===== src/rtl/memory_arbiter_pkg.sv =====
// -----------------------------------------------------------------------------
// memory_arbiter_pkg
//
// Shared definitions for the instruction/data cache memory arbiter:
//   ADDR_W   - block address width (byte address bits [31:4])
//   BLOCK_W  - cache block width
//   arb_state_t - arbiter FSM states (IDLE, GRANT_I, GRANT_D)
//   owner_t     - which cache owns (or last owned) the memory port
//   grant_state - maps a grant owner onto its GRANT_x state
//
// Optional feature macro used by the importing files: ARB_ROUND_ROBIN_EN.
// -----------------------------------------------------------------------------
package memory_arbiter_pkg;

    localparam int ADDR_W  = 28;
    localparam int BLOCK_W = 128;

    typedef enum logic [1:0] {
        IDLE    = 2'd0,
        GRANT_I = 2'd1,
        GRANT_D = 2'd2
    } arb_state_t;

    typedef enum logic {
        OWNER_I = 1'b0,
        OWNER_D = 1'b1
    } owner_t;

    function automatic arb_state_t grant_state(input owner_t owner);
        return (owner == OWNER_D) ? GRANT_D : GRANT_I;
    endfunction

endpackage


===== src/rtl/memory_arbiter_if.sv =====
// -----------------------------------------------------------------------------
// memory_arbiter_if
//
// Bundles the three block-transfer buses that meet at the arbiter:
//   i_mem_*  - instruction cache side (read only)
//   d_mem_*  - data cache side (read and write-back)
//   mem_*    - main memory side
//
// Modports:
//   slave  - the arbiter's view (cache requests and memory replies in,
//            memory commands and cache replies out)
//   master - the environment's view (caches + memory model), the mirror image
// -----------------------------------------------------------------------------
interface memory_arbiter_if;

    // Instruction cache
    logic                                     i_mem_Read;
    logic [memory_arbiter_pkg::ADDR_W-1:0]    i_mem_Address;
    logic [memory_arbiter_pkg::BLOCK_W-1:0]   i_mem_Readdata;
    logic                                     i_mem_BusyWait;

    // Data cache
    logic                                     d_mem_Read;
    logic                                     d_mem_Write;
    logic [memory_arbiter_pkg::ADDR_W-1:0]    d_mem_Address;
    logic [memory_arbiter_pkg::BLOCK_W-1:0]   d_mem_Writedata;
    logic [memory_arbiter_pkg::BLOCK_W-1:0]   d_mem_Readdata;
    logic                                     d_mem_BusyWait;

    // Main memory
    logic                                     mem_Read;
    logic                                     mem_Write;
    logic [memory_arbiter_pkg::ADDR_W-1:0]    mem_Address;
    logic [memory_arbiter_pkg::BLOCK_W-1:0]   mem_Writedata;
    logic [memory_arbiter_pkg::BLOCK_W-1:0]   mem_Readdata;
    logic                                     mem_BusyWait;

    modport slave (
        input  i_mem_Read, i_mem_Address,
        output i_mem_Readdata, i_mem_BusyWait,
        input  d_mem_Read, d_mem_Write, d_mem_Address, d_mem_Writedata,
        output d_mem_Readdata, d_mem_BusyWait,
        output mem_Read, mem_Write, mem_Address, mem_Writedata,
        input  mem_Readdata, mem_BusyWait
    );

    modport master (
        output i_mem_Read, i_mem_Address,
        input  i_mem_Readdata, i_mem_BusyWait,
        output d_mem_Read, d_mem_Write, d_mem_Address, d_mem_Writedata,
        input  d_mem_Readdata, d_mem_BusyWait,
        input  mem_Read, mem_Write, mem_Address, mem_Writedata,
        output mem_Readdata, mem_BusyWait
    );

endinterface


===== src/rtl/memory_arbiter_arb_select.sv =====
// -----------------------------------------------------------------------------
// memory_arbiter_arb_select
//
// Purely combinational winner selection for the memory arbiter.
//   i_req       in   instruction cache is requesting
//   d_req       in   data cache is requesting
//   rr_last     in   cache granted most recently (only with ARB_ROUND_ROBIN_EN)
//   grant_valid out  at least one cache is requesting
//   grant_owner out  cache that should be granted
//
// A single requester always wins. On a tie the data cache wins, unless
// ARB_ROUND_ROBIN_EN is defined, in which case the cache that was not granted
// most recently wins.
// -----------------------------------------------------------------------------
module memory_arbiter_arb_select
    import memory_arbiter_pkg::*;
(
    input  logic   i_req,
    input  logic   d_req,
`ifdef ARB_ROUND_ROBIN_EN
    input  owner_t rr_last,
`endif
    output logic   grant_valid,
    output owner_t grant_owner
);

    always_comb begin
        // NOTE: every output gets a default first so no path leaves it
        // unassigned; otherwise synthesis infers a latch.
        grant_valid = i_req | d_req;
        grant_owner = OWNER_D;

        if (i_req && !d_req) begin
            grant_owner = OWNER_I;
        end
`ifdef ARB_ROUND_ROBIN_EN
        else if (i_req && d_req) begin
            grant_owner = (rr_last == OWNER_D) ? OWNER_I : OWNER_D;
        end
`endif
    end

endmodule


===== src/rtl/memory_arbiter.sv =====
// -----------------------------------------------------------------------------
// memory_arbiter
//
// Shares the single 128-bit-block main memory between the instruction cache
// and the data cache. One cache is granted at a time; its block request is
// steered to memory and the memory's read data / busywait are returned to it,
// while the other cache is held in busywait.
//
// Ports:
//   clock  in   system clock, all state on posedge
//   reset  in   synchronous, active-high
//   bus    slave modport of memory_arbiter_if (both cache buses + memory bus)
//
// Configuration macro: ARB_ROUND_ROBIN_EN
//   undefined - fixed priority, data cache wins every tie, no pointer register
//   defined   - on a tie grant the cache not granted most recently
//
// Transaction shape: a request seen in IDLE is granted on the next edge, so
// the memory command appears one cycle after the request is sampled. The
// grant ends on the first cycle where memory is not busy after having been
// busy at least once (seen_busy), because memory only raises busywait a cycle
// after it sees the command. After completion the FSM always spends one cycle
// in IDLE before the next grant.
// -----------------------------------------------------------------------------
module memory_arbiter
    import memory_arbiter_pkg::*;
(
    input  logic             clock,
    input  logic             reset,
    memory_arbiter_if.slave  bus
);

    // ------------------------------------------------------------------
    // Requests and arbitration
    // ------------------------------------------------------------------
    logic   i_req;
    logic   d_req;
    logic   grant_valid;
    owner_t grant_owner;

    assign i_req = bus.i_mem_Read;
    assign d_req = bus.d_mem_Read | bus.d_mem_Write;

    arb_state_t state_q, state_d;
    logic       seen_busy_q, seen_busy_d;

`ifdef ARB_ROUND_ROBIN_EN
    owner_t     rr_last_q, rr_last_d;
`endif

    memory_arbiter_arb_select u_arb_select (
        .i_req       (i_req),
        .d_req       (d_req),
`ifdef ARB_ROUND_ROBIN_EN
        .rr_last     (rr_last_q),
`endif
        .grant_valid (grant_valid),
        .grant_owner (grant_owner)
    );

    // ------------------------------------------------------------------
    // Grant status
    // ------------------------------------------------------------------
    logic granted_i;
    logic granted_d;
    logic completion;

    assign granted_i  = (state_q == GRANT_I);
    assign granted_d  = (state_q == GRANT_D);
    // A grant cannot end before memory has acknowledged with busywait.
    assign completion = (granted_i | granted_d) & seen_busy_q & ~bus.mem_BusyWait;

    // ------------------------------------------------------------------
    // Next-state logic
    // ------------------------------------------------------------------
    always_comb begin
        state_d     = state_q;
        seen_busy_d = seen_busy_q;
`ifdef ARB_ROUND_ROBIN_EN
        rr_last_d   = rr_last_q;
`endif

        case (state_q)
            IDLE: begin
                seen_busy_d = 1'b0;
                if (grant_valid) begin
                    state_d = grant_state(grant_owner);
`ifdef ARB_ROUND_ROBIN_EN
                    rr_last_d = grant_owner;
`endif
                end
            end

            // The grant is held until completion even if the requester
            // drops its request: a memory transaction cannot be aborted.
            GRANT_I, GRANT_D: begin
                if (completion) begin
                    state_d     = IDLE;
                    seen_busy_d = 1'b0;
                end else if (bus.mem_BusyWait) begin
                    seen_busy_d = 1'b1;
                end
            end

            default: begin
                state_d     = IDLE;
                seen_busy_d = 1'b0;
            end
        endcase
    end

    // ------------------------------------------------------------------
    // State registers
    // ------------------------------------------------------------------
    // NOTE: sequential state uses non-blocking assignments so every flop
    // samples the pre-edge values; reset is synchronous, so it is simply the
    // first branch inside the clocked block, not in the sensitivity list.
    always_ff @(posedge clock) begin
        if (reset) begin
            state_q     <= IDLE;
            seen_busy_q <= 1'b0;
`ifdef ARB_ROUND_ROBIN_EN
            // I-last, so the data cache wins the first tie after reset.
            rr_last_q   <= OWNER_I;
`endif
        end else begin
            state_q     <= state_d;
            seen_busy_q <= seen_busy_d;
`ifdef ARB_ROUND_ROBIN_EN
            rr_last_q   <= rr_last_d;
`endif
        end
    end

    // ------------------------------------------------------------------
    // Memory-side steering: the winner drives memory, nothing else does.
    // ------------------------------------------------------------------
    always_comb begin
        bus.mem_Read      = 1'b0;
        bus.mem_Write     = 1'b0;
        bus.mem_Address   = '0;
        bus.mem_Writedata = '0;

        case (state_q)
            GRANT_I: begin
                bus.mem_Read    = bus.i_mem_Read;
                bus.mem_Address = bus.i_mem_Address;
            end
            GRANT_D: begin
                // Read and write together is treated as a write-back.
                bus.mem_Write     = bus.d_mem_Write;
                bus.mem_Read      = bus.d_mem_Read & ~bus.d_mem_Write;
                bus.mem_Address   = bus.d_mem_Address;
                bus.mem_Writedata = bus.d_mem_Writedata;
            end
            default: begin
            end
        endcase
    end

    // ------------------------------------------------------------------
    // Cache-side replies
    // ------------------------------------------------------------------
    // Busywait follows the request and drops only on the owner's completion
    // cycle, so the losing cache stalls through the whole winning transfer.
    assign bus.i_mem_BusyWait = i_req & ~(granted_i & completion);
    assign bus.d_mem_BusyWait = d_req & ~(granted_d & completion);

    assign bus.i_mem_Readdata = granted_i ? bus.mem_Readdata : '0;
    assign bus.d_mem_Readdata = granted_d ? bus.mem_Readdata : '0;

endmodule


===== src/flat_wrapper.sv =====
// flat-port wrapper written by rule: the top's interface ports become plain ports
module memory_arbiter_flat import memory_arbiter_pkg::*;
  (clock, reset, bus_i_mem_Read, bus_i_mem_Address, bus_i_mem_Readdata, bus_i_mem_BusyWait, bus_d_mem_Read, bus_d_mem_Write, bus_d_mem_Address, bus_d_mem_Writedata, bus_d_mem_Readdata, bus_d_mem_BusyWait, bus_mem_Read, bus_mem_Write, bus_mem_Address, bus_mem_Writedata, bus_mem_Readdata, bus_mem_BusyWait);
  memory_arbiter_if bus_i ();
  input  logic clock;
  input  logic reset;
  input wire logic [$bits(bus_i.i_mem_Read)-1:0] bus_i_mem_Read;
  input wire logic [$bits(bus_i.i_mem_Address)-1:0] bus_i_mem_Address;
  output wire logic [$bits(bus_i.i_mem_Readdata)-1:0] bus_i_mem_Readdata;
  output wire logic [$bits(bus_i.i_mem_BusyWait)-1:0] bus_i_mem_BusyWait;
  input wire logic [$bits(bus_i.d_mem_Read)-1:0] bus_d_mem_Read;
  input wire logic [$bits(bus_i.d_mem_Write)-1:0] bus_d_mem_Write;
  input wire logic [$bits(bus_i.d_mem_Address)-1:0] bus_d_mem_Address;
  input wire logic [$bits(bus_i.d_mem_Writedata)-1:0] bus_d_mem_Writedata;
  output wire logic [$bits(bus_i.d_mem_Readdata)-1:0] bus_d_mem_Readdata;
  output wire logic [$bits(bus_i.d_mem_BusyWait)-1:0] bus_d_mem_BusyWait;
  output wire logic [$bits(bus_i.mem_Read)-1:0] bus_mem_Read;
  output wire logic [$bits(bus_i.mem_Write)-1:0] bus_mem_Write;
  output wire logic [$bits(bus_i.mem_Address)-1:0] bus_mem_Address;
  output wire logic [$bits(bus_i.mem_Writedata)-1:0] bus_mem_Writedata;
  input wire logic [$bits(bus_i.mem_Readdata)-1:0] bus_mem_Readdata;
  input wire logic [$bits(bus_i.mem_BusyWait)-1:0] bus_mem_BusyWait;
  assign bus_i.i_mem_Read = bus_i_mem_Read;
  assign bus_i.i_mem_Address = bus_i_mem_Address;
  assign bus_i_mem_Readdata = bus_i.i_mem_Readdata;
  assign bus_i_mem_BusyWait = bus_i.i_mem_BusyWait;
  assign bus_i.d_mem_Read = bus_d_mem_Read;
  assign bus_i.d_mem_Write = bus_d_mem_Write;
  assign bus_i.d_mem_Address = bus_d_mem_Address;
  assign bus_i.d_mem_Writedata = bus_d_mem_Writedata;
  assign bus_d_mem_Readdata = bus_i.d_mem_Readdata;
  assign bus_d_mem_BusyWait = bus_i.d_mem_BusyWait;
  assign bus_mem_Read = bus_i.mem_Read;
  assign bus_mem_Write = bus_i.mem_Write;
  assign bus_mem_Address = bus_i.mem_Address;
  assign bus_mem_Writedata = bus_i.mem_Writedata;
  assign bus_i.mem_Readdata = bus_mem_Readdata;
  assign bus_i.mem_BusyWait = bus_mem_BusyWait;
  memory_arbiter u_core (.clock(clock), .reset(reset), .bus(bus_i));
endmodule

===== config.mk =====
export PLATFORM = sky130hd
export DESIGN_NAME = memory_arbiter_flat
export DESIGN_NICKNAME = d
export VERILOG_FILES = /design/src/rtl/memory_arbiter_pkg.sv /design/src/rtl/memory_arbiter_if.sv /design/src/rtl/memory_arbiter_arb_select.sv /design/src/rtl/memory_arbiter.sv /design/src/flat_wrapper.sv
export SDC_FILE = /design/constraint.sdc
export NUM_CORES = 1
export LEC_CHECK = 0
export BUFFER_PORTS_ARGS = -buffer_cell sky130_fd_sc_hd__buf_2
export CAP_MARGIN = 20
export CORE_AREA = 2 2 289 291
export CTS_CLUSTER_DIAMETER = 100
export DETAILED_ROUTE_END_ITERATION = 8
export DIE_AREA = 0 0 291 293
export PLACE_DENSITY = 0.3
export SYNTH_ARGS = -nofsm -noshare
export SYNTH_HDL_FRONTEND = slang
export SYNTH_SLANG_ARGS = --single-unit
export TNS_END_PERCENT = 10

===== constraint.sdc =====
create_clock -name clock -period 1.28 [get_ports clock]
set_input_delay 0.064 -clock clock [delete_from_list [all_inputs] [get_ports clock]]
set_output_delay 0.064 -clock clock [all_outputs]
set_load 0.01 [all_outputs]

# After elaboration in Yosys (flattened, before gate mapping)
# Cells that the tools add are included.
# totals
mem_count,0
romBits,0
out_inout_bits,416
ramBits,0
latchBits,0
register_bits,3
# classes
div,0
shifts,0
n_eq_ne,4
reduce_logical,6
bitwise_logic,15
muxes,10
n_addsub,0
n_lt_le_gt_ge,0
multipliers,0
# ops
operator,n
two-way mux 128 bit,3
one-hot mux 28 bit (2 select lines),1
bitwise AND 1 bit,7
two-way mux 2 bit,3
NOT 1 bit,5
inequality test 2 x 1 -> 1 bit (second input constant),2
one-hot mux 2 bit (2 select lines),1
OR 1 bit,3
OR reduction 3 bit,1
== test 2 x 1 -> 1 bit (second input constant),1
== test 2 bit (second input constant),1
logical NOT 2 bit,1
one-hot mux 1 bit (2 select lines),1
AND reduction 2 bit,1
OR reduction 2 bit,1
logical AND 1 bit,1
logical NOT 1 bit,1
two-way mux 1 bit,1

# Depth between registers and ports, before layout
# Gate-level depths: netlist of the first run.
# logic_depth
depth_word,7
depth_mapped,6
depth_no_buf,5

# Cells and area by module
# From an unflattened synthesis of the first run, not the netlist that was laid out.
# unflattened
cells_unflattened,524
hier_area_um2,3457.1
# by_module_without_submodules
module,area_per_inst_um2,cells_each,instances
memory_arbiter,3444.6,522,1
memory_arbiter_arb_select,12.5,2,1

# Least setup slack after synthesis of the first run
# No wires, ideal clock.
# synth_path
path_kind,register to output
start,reg u_core.state_q[0]
end,out bus_mem_Address[10]
stages_incl_launch_ff,7
path_buffers,2
arrival_time_ps,1273
required_time_ps,1216
path_slack_ps,-57
path_cell_list,dfxtp_1 inv_1 ha_1 inv_2 buf_2 buf_6 nor2_1
# synth_via
elab_chain_cells,2
word_cells_on_any_way,3
classes_between,2 x eq/ne; 1 x mux
# synth_rtl
item,line,rtl
start: declaration,memory_arbiter.sv:44,"arb_state_t state_q, state_d;"
start signal: assignment,memory_arbiter.sv:127,state_q <= state_d;
== test 2 bit or == test 2 x 1 -> 1 bit (tied branches),memory_arbiter.sv:144,case (state_q)
one-hot mux 28 bit (2 select lines) *,memory_arbiter.sv:144,
end: declaration,flat_wrapper.sv:19,output wire logic [$bits(bus_i.mem_Address)-1:0] bus_mem_Address;
# Every way passes the cells marked *; elsewhere a longest branch is shown, timed or not.

# Worst setup path after layout of the first run
# layout_path
start,reg u_core.state_q[1]
end,out bus_d_mem_Readdata[106]
# layout_via
elab_chain_cells,2
# layout_rtl
item,line,rtl
== test 2 bit,memory_arbiter.sv:69,assign granted_d = (state_q == GRANT_D);
two-way mux 128 bit,memory_arbiter.sv:170,assign bus.d_mem_Readdata = granted_d ? bus.mem_Readdata : '0;
end: declaration,flat_wrapper.sv:15,output wire logic [$bits(bus_i.d_mem_Readdata)-1:0] bus_d_mem_Readdata;
# No other way between the ends.

==> impl_metrics.tcl, run 1 <==
set metrics [dict create \
    area_growth_pct 187 \
    pwr-share-clk 0.038 \
    gp_congestion 0.868 \
    crit_fanout 11 \
    power_density_nw_per_um2 1440 \
    dieWidth_um 291 \
    arrival_ps 1580 \
    cts-root-buf "clkbuf_16" \
    path_clk_slew_ps 30 \
    grt_pass1_wl_um 50900 \
    fmax_mhz 608 \
    irDropWorstVdd_mv 0.645 \
    ctsLongestPathBuffers 2 \
    cts.sinks 3 \
    yosysUniqueCellTypes 24 \
    rsz0062_at_grt "yes" \
    holdBufCountCts 0 \
    ys_ff_latch 3 \
    fin_crit_ps 1640 \
    via_per_inst 2.77 \
    num_rows 105 \
    skew_ps 0.933 \
    dpl_cell_area_um2 8530 \
    grt_max_degree 41 \
    end_kind "output pin" \
    slew_headroom 0.812 \
    syn_inst 521 \
    failed_checks "negative setup slack" \
    clk_latency_ps 230 \
    slew_viol_final 0 \
    first_pass_iters 4 \
    grt_pass1_vias 6408 \
    setup_viol 417 \
    drt_iter0_markers 161 \
    hold_viol 0 \
    die_y_um 293 \
    drcViolationCount 0 \
    overflow 0 \
    drive_gt1_frac 0.681 \
    htree_num_levels 1 \
    power_switching_mw 6.62 \
    p_leak_nw 5.29 \
    synth_area_um2 3240 \
    wl_um 40300 \
    worstMarginPinSlew_ps 281 \
    synth_fp_nets 843 \
    cts_made_buffers 3 \
    nNetsFinal 1586 \
    mostFrequentLayoutCell "buf_2" \
    worst-setup-path-type "reg2out" \
    mostFrequentLayoutCells "buf_2 (697), and2_1 (356), buf_6 (46)" \
    io_pins 734 \
    fillers 9655 \
    hold_path_class "in2reg" \
    ant_nets 0 \
    swShare 0.495 \
    fin_ws_ps -365 \
    grtUsageTotal 0.0851 \
    num_vias 6468 \
    timing.final.crit_share 1.29 \
    fin_area_um2 9310 \
    antenna_found_initial 33 \
    wl_per_cell_um 17.2 \
    final_util 0.114 \
    cts_tree "built" \
    pwr-share-seq 0.011 \
    status "finished with violations" \
    die_area_um2 85300 \
    p_comb_frac 0.951 \
    start_kind "register" \
    dpl.hpwl_um 35100 \
    cp.required_ps 1220 \
    max_cap_violations 0 \
    r2r_slack_ps -30 \
    io_buffer_count 733 \
    core_area_um2 81800 \
    syn_area_per_cell_um2 6.22 \
    intPower_mw 6.77 \
    ys_warn_count 0 \
    seq_area_frac_synth 0.0185 \
    start_util 0.0396 \
]
## kinds of logic (layout without fill, tap and decap cells)
group	after synthesis	after routing	synth area share
compound gates	37	37	0.0873
fa+ha+maj	4	4	0.0155
buf+inv	58	800	0.0900
flops	3	3	0.0185
other cells	0	5	0
simple gates	419	419	0.789
## through the flow
stage | setup WS, ps | cells | power [mW] | hold slack (ps) | TNS [ps]
6_report | -365 | 2338 | 13.4 | 84.5 | -110530
5_1_grt | -430 | 2336 | 14.4 | 101 | -143980
4_1_cts | -356 | 2326 | 12.5 | 79.9 | -111400
3_5_place_dp | -218 | 2318 | 11.1 | 329 | -38000
3_3_place_gp | -225 | 2318 | 11.3 | 330 | -42580
2_1_floorplan | 0.118 | 521 | 5.56 | 166 | 0
## cell type report
| cell class | count | area, um2 | share of cell area |
|---|---|---|---|
| Tap cell | 1070 | 1340 | 0.144 |
| Sequential cell | 3 | 62.6 | 0.00672 |
| Antenna cell | 5 | 12.5 | 0.00134 |
| Inverter | 5 | 21.3 | 0.00229 |
| Multi-Input combinational cell | 460 | 3090 | 0.333 |
| Timing Repair Buffer | 791 | 4700 | 0.505 |
| Clock buffer | 4 | 78.8 | 0.00847 |
## repair_timing
action / 4_1_cts / 5_1_grt
gates resized for setup: 72 / 52
cloned: 2 / 3
endpoints found under the setup margin: 418 / 418
pin swaps: 7 / 4
buffers inserted: 2 / 4
## worst max-delay path, stage by stage, from the launching register on
cell and delay, ps:
dfxtp_2 330, buf_6 100, ha_4 210, buf_4 180, clkbuf_16 200, and2_1 170, buf_2 140
## worst paths after layout
| check | startpoint | endpoint | cells after the start |
|---|---|---|---|
| setup / recovery | u_core.state_q[1] | bus_d_mem_Readdata[106] | 6 |
| hold / removal | reset | u_core.state_q[1] | 2 |
| setup reg to reg | u_core.state_q[1] | u_core.state_q[1] | 5 |
| hold reg to reg | u_core.state_q[1] | u_core.state_q[1] | 2 |
## power groups by stage
stage | logic, mW | registers [mW] | clock network, mW
floorplan | 5.42 | 0.144 | 0
global placement | 11.2 | 0.141 | 0
detailed placement | 11.0 | 0.140 | 0
CTS | 11.9 | 0.152 | 0.516
global route | 13.7 | 0.160 | 0.527
finish | 12.7 | 0.152 | 0.503
## registers in the layout (all words and copies together), names as in the netlist
signal / flops
u_core.state_q: 2
u_core.seen_busy_q: 1
## metal layers
metal,up-vias,share of wire,track usage
met3,64,0.093,0.0257
met5,-,0.0019,0
met2,486,0.47,0.149
met1,2824,0.41,0.102
met4,14,0.024,0.0198
li1,3080,-,-
## synth_stat cells, drive strengths merged
cell	instances	area share
a21boi	2	0.0046
and2	385	0.74
a22o	1	0.0031
a2111o	1	0.0035
nand2b	1	0.0042
nand2	1	0.0012
dfxtp	3	0.019
clkbuf	28	0.041
nand3b	1	0.0023
a22oi	28	0.065
buf	25	0.044
o31ai	1	0.0023
and3	1	0.0023
nor2	30	0.035
inv	5	0.0058
o211a	1	0.0031
a2bb2oi	1	0.0027
ha	4	0.015
a21oi	2	0.0031
Note: power is estimated with default switching activity, not from simulation.
==> inputs of run 2 (changes only) <==
--- a/config.mk
+++ b/config.mk
@@ -5,6 +5,7 @@
 export SDC_FILE = /design/constraint.sdc
 export NUM_CORES = 1
 export LEC_CHECK = 0
+export ABC_CLOCK_PERIOD_IN_PS = 1280
 export BUFFER_PORTS_ARGS = -buffer_cell sky130_fd_sc_hd__buf_2
 export CAP_MARGIN = 20
 export CORE_AREA = 2 2 289 291
@@ -12,6 +13,7 @@
 export DETAILED_ROUTE_END_ITERATION = 8
 export DIE_AREA = 0 0 291 293
 export PLACE_DENSITY = 0.3
+export SETUP_SLACK_MARGIN = 0.4
 export SYNTH_ARGS = -nofsm -noshare
 export SYNTH_HDL_FRONTEND = slang
 export SYNTH_SLANG_ARGS = --single-unit
==> run 2 against run 1 <==
  * Setup slack worse by 57 ps
  * Clock power is 1% higher
  * Count of clock-buffer cells in the layout unchanged
  * The flow still finishes with violations (negative setup slack)
  * Register-to-register slack worse by 30 ps
  * Via count rose by 10%
  * Critical path depth increased by 2
  * Maximum frequency fell by 3.4%
  * Combinational power up 14%
  * Sequential power increased by 16%
  * Hold slack worse by 26 ps
  * Highest routed layer unchanged
  * Sequential share of layout area barely moved
==> impl_metrics.tcl, run 2 (same netlist as run 1, synthesis figures left out) <==
set metrics [dict create \
    dpl.hpwl_um 51700 \
    intPower_mw 7.68 \
    clk_latency_ps 230 \
    io_pins 734 \
    drt_iter0_markers 237 \
    timing.final.crit_share 1.33 \
    cts.sinks 3 \
    fmax_mhz 588 \
    drive_gt1_frac 0.740 \
    status "finished with violations" \
    start_util 0.0396 \
    ctsLongestPathBuffers 2 \
    p_leak_nw 5.52 \
    gp_congestion 0.841 \
    mostFrequentLayoutCells "buf_2 (633), and2_1 (298), buf_6 (93)" \
    die_area_um2 85300 \
    pwr-share-seq 0.012 \
    arrival_ps 1640 \
    overflow 0 \
    grt_pass1_wl_um 71200 \
    irDropWorstVdd_mv 0.795 \
    reg_top3 "u_core.state_q x2, u_core.seen_busy_q x1" \
    largest_register_ffs 2 \
    num_rows 105 \
    setup_viol 417 \
    crit_fanout 7 \
    cts_tree "built" \
    regMostFlops "u_core.state_q" \
    cts-root-buf "clkbuf_16" \
    fillers 9592 \
    crit_chain "buf_6 > ha_4 > buf_12 > buf_12 > buf_16 > buf_6 > and2_4 > buf_6" \
    hold_viol 0 \
    failed_checks "negative setup slack" \
    grt_max_degree 110 \
    via_per_inst 3.02 \
    wl_um 58100 \
    p_comb_frac 0.955 \
    fin_crit_ps 1700 \
    critPathBufInv 6 \
    path_clk_slew_ps 30 \
    fin_ws_ps -422 \
    grtUsageTotal 0.126 \
    nNetsFinal 1594 \
    regArea_um2 65.1 \
    io_buffer_count 733 \
    dieWidth_um 291 \
    tns_ps -130740 \
    critical_path.max_stage_delay_ps 320 \
    rsz0062_at_grt "yes" \
    area_growth_pct 214 \
    ant_nets 0 \
    grt_pass1_vias 6894 \
    antenna_found_initial 94 \
    swShare 0.495 \
    cp.required_ps 1220 \
    first_pass_iters 4 \
    worst_path_max_delay_cell "dfxtp_2" \
    pwr-share-clk 0.033 \
    end_kind "output pin" \
    die_y_um 293 \
    power_density_nw_per_um2 1490 \
    drcViolationCount 0 \
    htree_num_levels 1 \
    final_util 0.124 \
    slew_viol_final 0 \
    path_delay_family "buffers and inverters" \
    power_switching_mw 7.54 \
    num_vias 7143 \
    multiInputGateArea_um2 3360 \
    worst-setup-path-type "reg2out" \
    holdWs_ps 58.2 \
    crit_top_cell "buf_6" \
    r2r_slack_ps -60 \
    slew_headroom 0.789 \
    core_area_um2 81800 \
    max_cap_violations 0 \
    finalPower_mw 15.2 \
    hold_path_class "in2reg" \
    skew_ps 2.07 \
    cts_made_buffers 3 \
    wl_per_cell_um 24.6 \
    mostFrequentLayoutCell "buf_2" \
    worstMarginPinSlew_ps 316 \
    start_kind "register" \
]
==> run 2: cell types whose count changed in the layout (fill, tap and decap cells not counted), sizes merged <==
cell,change
diode,+16
buf,+6
bufbuf,+1
clkbuf,+1
==> run 2: final cells by class <==
type | instances | share of cell area
Inverter | 5 | 0.00233
Timing Repair Buffer | 799 | 0.517
Antenna cell | 21 | 0.00516
Sequential cell | 3 | 0.00639
Multi-Input combinational cell | 460 | 0.330
Clock buffer | 4 | 0.00774
Tap cell | 1070 | 0.131
==> run 2: worst paths after layout <==
check,endpoint,startpoint,cells after the start
worst max-delay path,bus_i_mem_Readdata[80],u_core.state_q[0],8
worst min-delay path,u_core.state_q[1],reset,2
worst max register to register,u_core.state_q[1],u_core.state_q[1],5
worst min register to register,u_core.state_q[1],u_core.state_q[1],2
==> run 2: metrics by stage <==
stage | instance area [um2] | std cells | setup WS (ps)
finish | 10200 | 2362 | -422
floorplan | 3630 | 521 | 89.3
CTS | 9730 | 2332 | -441
global placement | 8670 | 2305 | -229
global route | 10200 | 2351 | -464
detailed placement | 8670 | 2305 | -235
==> run 2: per-layer routing <==
layer / track usage / up-vias / part of all wire / wire (um)
li1: - / 3120 / - / -
met1: 0.142 / 3268 / 0.39 / 22800
met3: 0.0561 / 152 / 0.097 / 5650
met2: 0.219 / 531 / 0.48 / 27700
met5: 0 / - / 0.0082 / 476
met4: 0.0255 / 72 / 0.026 / 1530
==> run 2: timing repair <==
item	in CTS	in global routing
resized for setup	168	54
hold buffers	0	0
setup buffers	17	4
hold endpoints to repair	0	0
cloned	6	5
pin swaps	10	9
setup endpoints to repair	419	419
==> run 2: power by group through the flow <==
stage	sequential [mW]	clock, mW	combinational [mW]
after floorplan	0.154	0	6.37
after global placement	0.164	0	11.9
after detailed placement	0.164	0	11.9
after CTS	0.178	0.515	13.7
after global routing	0.179	0.523	15.5
final	0.177	0.509	14.5
==> inputs of run 3 (changes only) <==
--- a/config.mk
+++ b/config.mk
@@ -5,13 +5,13 @@
 export SDC_FILE = /design/constraint.sdc
 export NUM_CORES = 1
 export LEC_CHECK = 0
-export ABC_CLOCK_PERIOD_IN_PS = 1280
+export ABC_CLOCK_PERIOD_IN_PS = 1750
 export BUFFER_PORTS_ARGS = -buffer_cell sky130_fd_sc_hd__buf_2
 export CAP_MARGIN = 20
-export CORE_AREA = 2 2 289 291
-export CTS_CLUSTER_DIAMETER = 100
+export CORE_AREA = 2 2 285 287
+export CTS_CLUSTER_DIAMETER = 120
 export DETAILED_ROUTE_END_ITERATION = 8
-export DIE_AREA = 0 0 291 293
+export DIE_AREA = 0 0 287 289
 export PLACE_DENSITY = 0.3
 export SETUP_SLACK_MARGIN = 0.4
 export SYNTH_ARGS = -nofsm -noshare
==> constraint.sdc (replaced) <==
create_clock -name clock -period 1.75 [get_ports clock]
set_input_delay 0.0875 -clock clock [delete_from_list [all_inputs] [get_ports clock]]
set_output_delay 0.0875 -clock clock [all_outputs]
set_load 0.01 [all_outputs]
==> run 3 against run 2 <==
  * Core utilization is 1.1 points lower
  * Hold slack better by 35 ps
  * Flip-flop and latch count stayed put
  * Critical path depth is 2 lower
  * Count of clock-buffer cells in the layout stayed put
  * Register-to-register slack better by 470 ps
  * Setup slack better by 520 ps
  * The run now ends clean
  * Critical path type unchanged
==> impl_metrics.tcl, run 3 (same netlist as run 1, synthesis figures left out) <==
set metrics [dict create \
    status "finished, final reports clean" \
    p_leak_nw 5.22 \
    reg_top3 "u_core.state_q x2, u_core.seen_busy_q x1" \
    crit_fanout 17 \
    cts_tree "built" \
    clk_latency_ps 220 \
    cts_made_buffers 3 \
    hold_path_class "in2reg" \
    io_pins 734 \
    grt_pass1_wl_um 44100 \
    irDropWorstVdd_mv 0.823 \
    dpl.hpwl_um 30500 \
    wl_um 35200 \
    htree_num_levels 1 \
    grt_pass1_vias 6064 \
    start_util 0.0405 \
    hold_viol 0 \
    power_density_nw_per_um2 1040 \
    worstMarginPinSlew_ps 331 \
    nNetsFinal 1577 \
    skew_ps 1.38 \
    final-instance-count-excl-fill 2319 \
    antenna_found_initial 24 \
    finalPower_mw 9.39 \
    mostFrequentLayoutCell "buf_2" \
    cts.sinks 3 \
    tns_ps 0 \
    overflow 0 \
    timing.final.crit_share 0.945 \
    path_clk_slew_ps 30 \
    setup_viol 0 \
    num_rows 104 \
    regMostFlops "u_core.state_q" \
    critPathBufInv 4 \
    dieWidth_um 287 \
    drcViolationCount 0 \
    rsz0062_at_grt "yes" \
    crit_chain "inv_4 > ha_4 > buf_12 > buf_8 > and2_1 > buf_2" \
    largest_register_ffs 2 \
    worst-setup-path-type "reg2out" \
    end_kind "output pin" \
    die_y_um 289 \
    critical_path.max_stage_delay_ps 350 \
    fin_ws_ps 96.6 \
    max_cap_violations 0 \
    path_delay_family "buffers and inverters" \
    fmax_mhz 605 \
    first_pass_iters 4 \
    cts-root-buf "clkbuf_16" \
    start_kind "register" \
    drt_iter0_markers 106 \
    mostFrequentLayoutCells "buf_2 (723), and2_1 (374), nor2_1 (27)" \
    cp.required_ps 1660 \
    die_area_um2 82900 \
    arrival_ps 1570 \
    area_growth_pct 179 \
    drive_gt1_frac 0.657 \
    dp.cells 2295 \
    fin_crit_ps 1650 \
    ant_nets 0 \
    io_buffer_count 733 \
    via_per_inst 2.76 \
    slew_headroom 0.780 \
    dp_slack_ps 123 \
    num_vias 6402 \
    ctsLongestPathBuffers 2 \
    wl_per_cell_um 15.2 \
    gp_congestion 0.843 \
    grt_max_degree 32 \
    worst_path_max_delay_cell "dfxtp_4" \
    grtUsageTotal 0.0758 \
    core_area_um2 79900 \
    slew_viol_final 0 \
]
## run 3: cell count changes in the layout (fill, tap and decap cells not counted), moves of 11 or more
cell	change
buf_2	+90
buf_6	-77
and2_1	+76
and2_4	-76
buf_4	-23
diode_2	-16
a22oi_1	+13
a22oi_2	-13
nor2_1	+11
nor2_4	-11
## run 3: report_power, final
group	leakage [nW]	switching, mW	internal (mW)
logic	5.16	4.53	4.37
clock network	0.0382	0.0614	0.301
registers	0.0260	0.0353	0.102
total	5.22	4.63	4.77
## run 3: worst reg2reg max path, cell delays in order, from the launching register on
cell,delay (ps)
dfxtp_4,370
inv_4,60
ha_4,250
buf_4,150
a2111o_1,360
o31ai_1,70
## run 3: through the flow
step	instance area [um2]	hold WS, ps	util
floorplan	3240	189	-
global placement	8340	344	0.104
detailed placement	8340	335	0.104
CTS	8750	89.0	0.109
global route	9030	105	0.113
finish	9040	92.9	0.113
## run 3: repair_timing
action,in CTS,in global routing
gates cloned,6,4
gates resized for setup,33,41
pin swaps,2,4
setup buffers,4,1
hold buffers,0,0
setup endpoints to repair,418,417
## run 3: path summary, 6_finish.rpt
| kind | start | end | depth (start not counted) | slack [ps] |
|---|---|---|---|---|
| max | u_core.state_q[0] | bus_mem_Writedata[21] | 6 | 100 |
| min reg2reg | u_core.state_q[1] | u_core.state_q[1] | 2 | 560 |
| min | reset | u_core.state_q[1] | 2 | 90 |
| max reg2reg | u_core.state_q[1] | u_core.state_q[1] | 5 | 410 |
## run 3: area by class of cell
type,instances,area [um2]
Antenna cell,5,12.5
Timing Repair Buffer,782,4500
Inverter,5,28.8
Tap cell,1060,1330
Clock buffer,4,78.8
Multi-Input combinational cell,460,3030
Sequential cell,3,67.6
Fill cell,9397,70900
## run 3: metal layers
metal	wire length [um]	GRT usage	vias to the layer above
li1	-	-	3071
met1	12300	0.0768	2774
met2	17800	0.142	482
met3	3770	0.0251	65
met4	1280	0.0301	10
met5	68	0	-
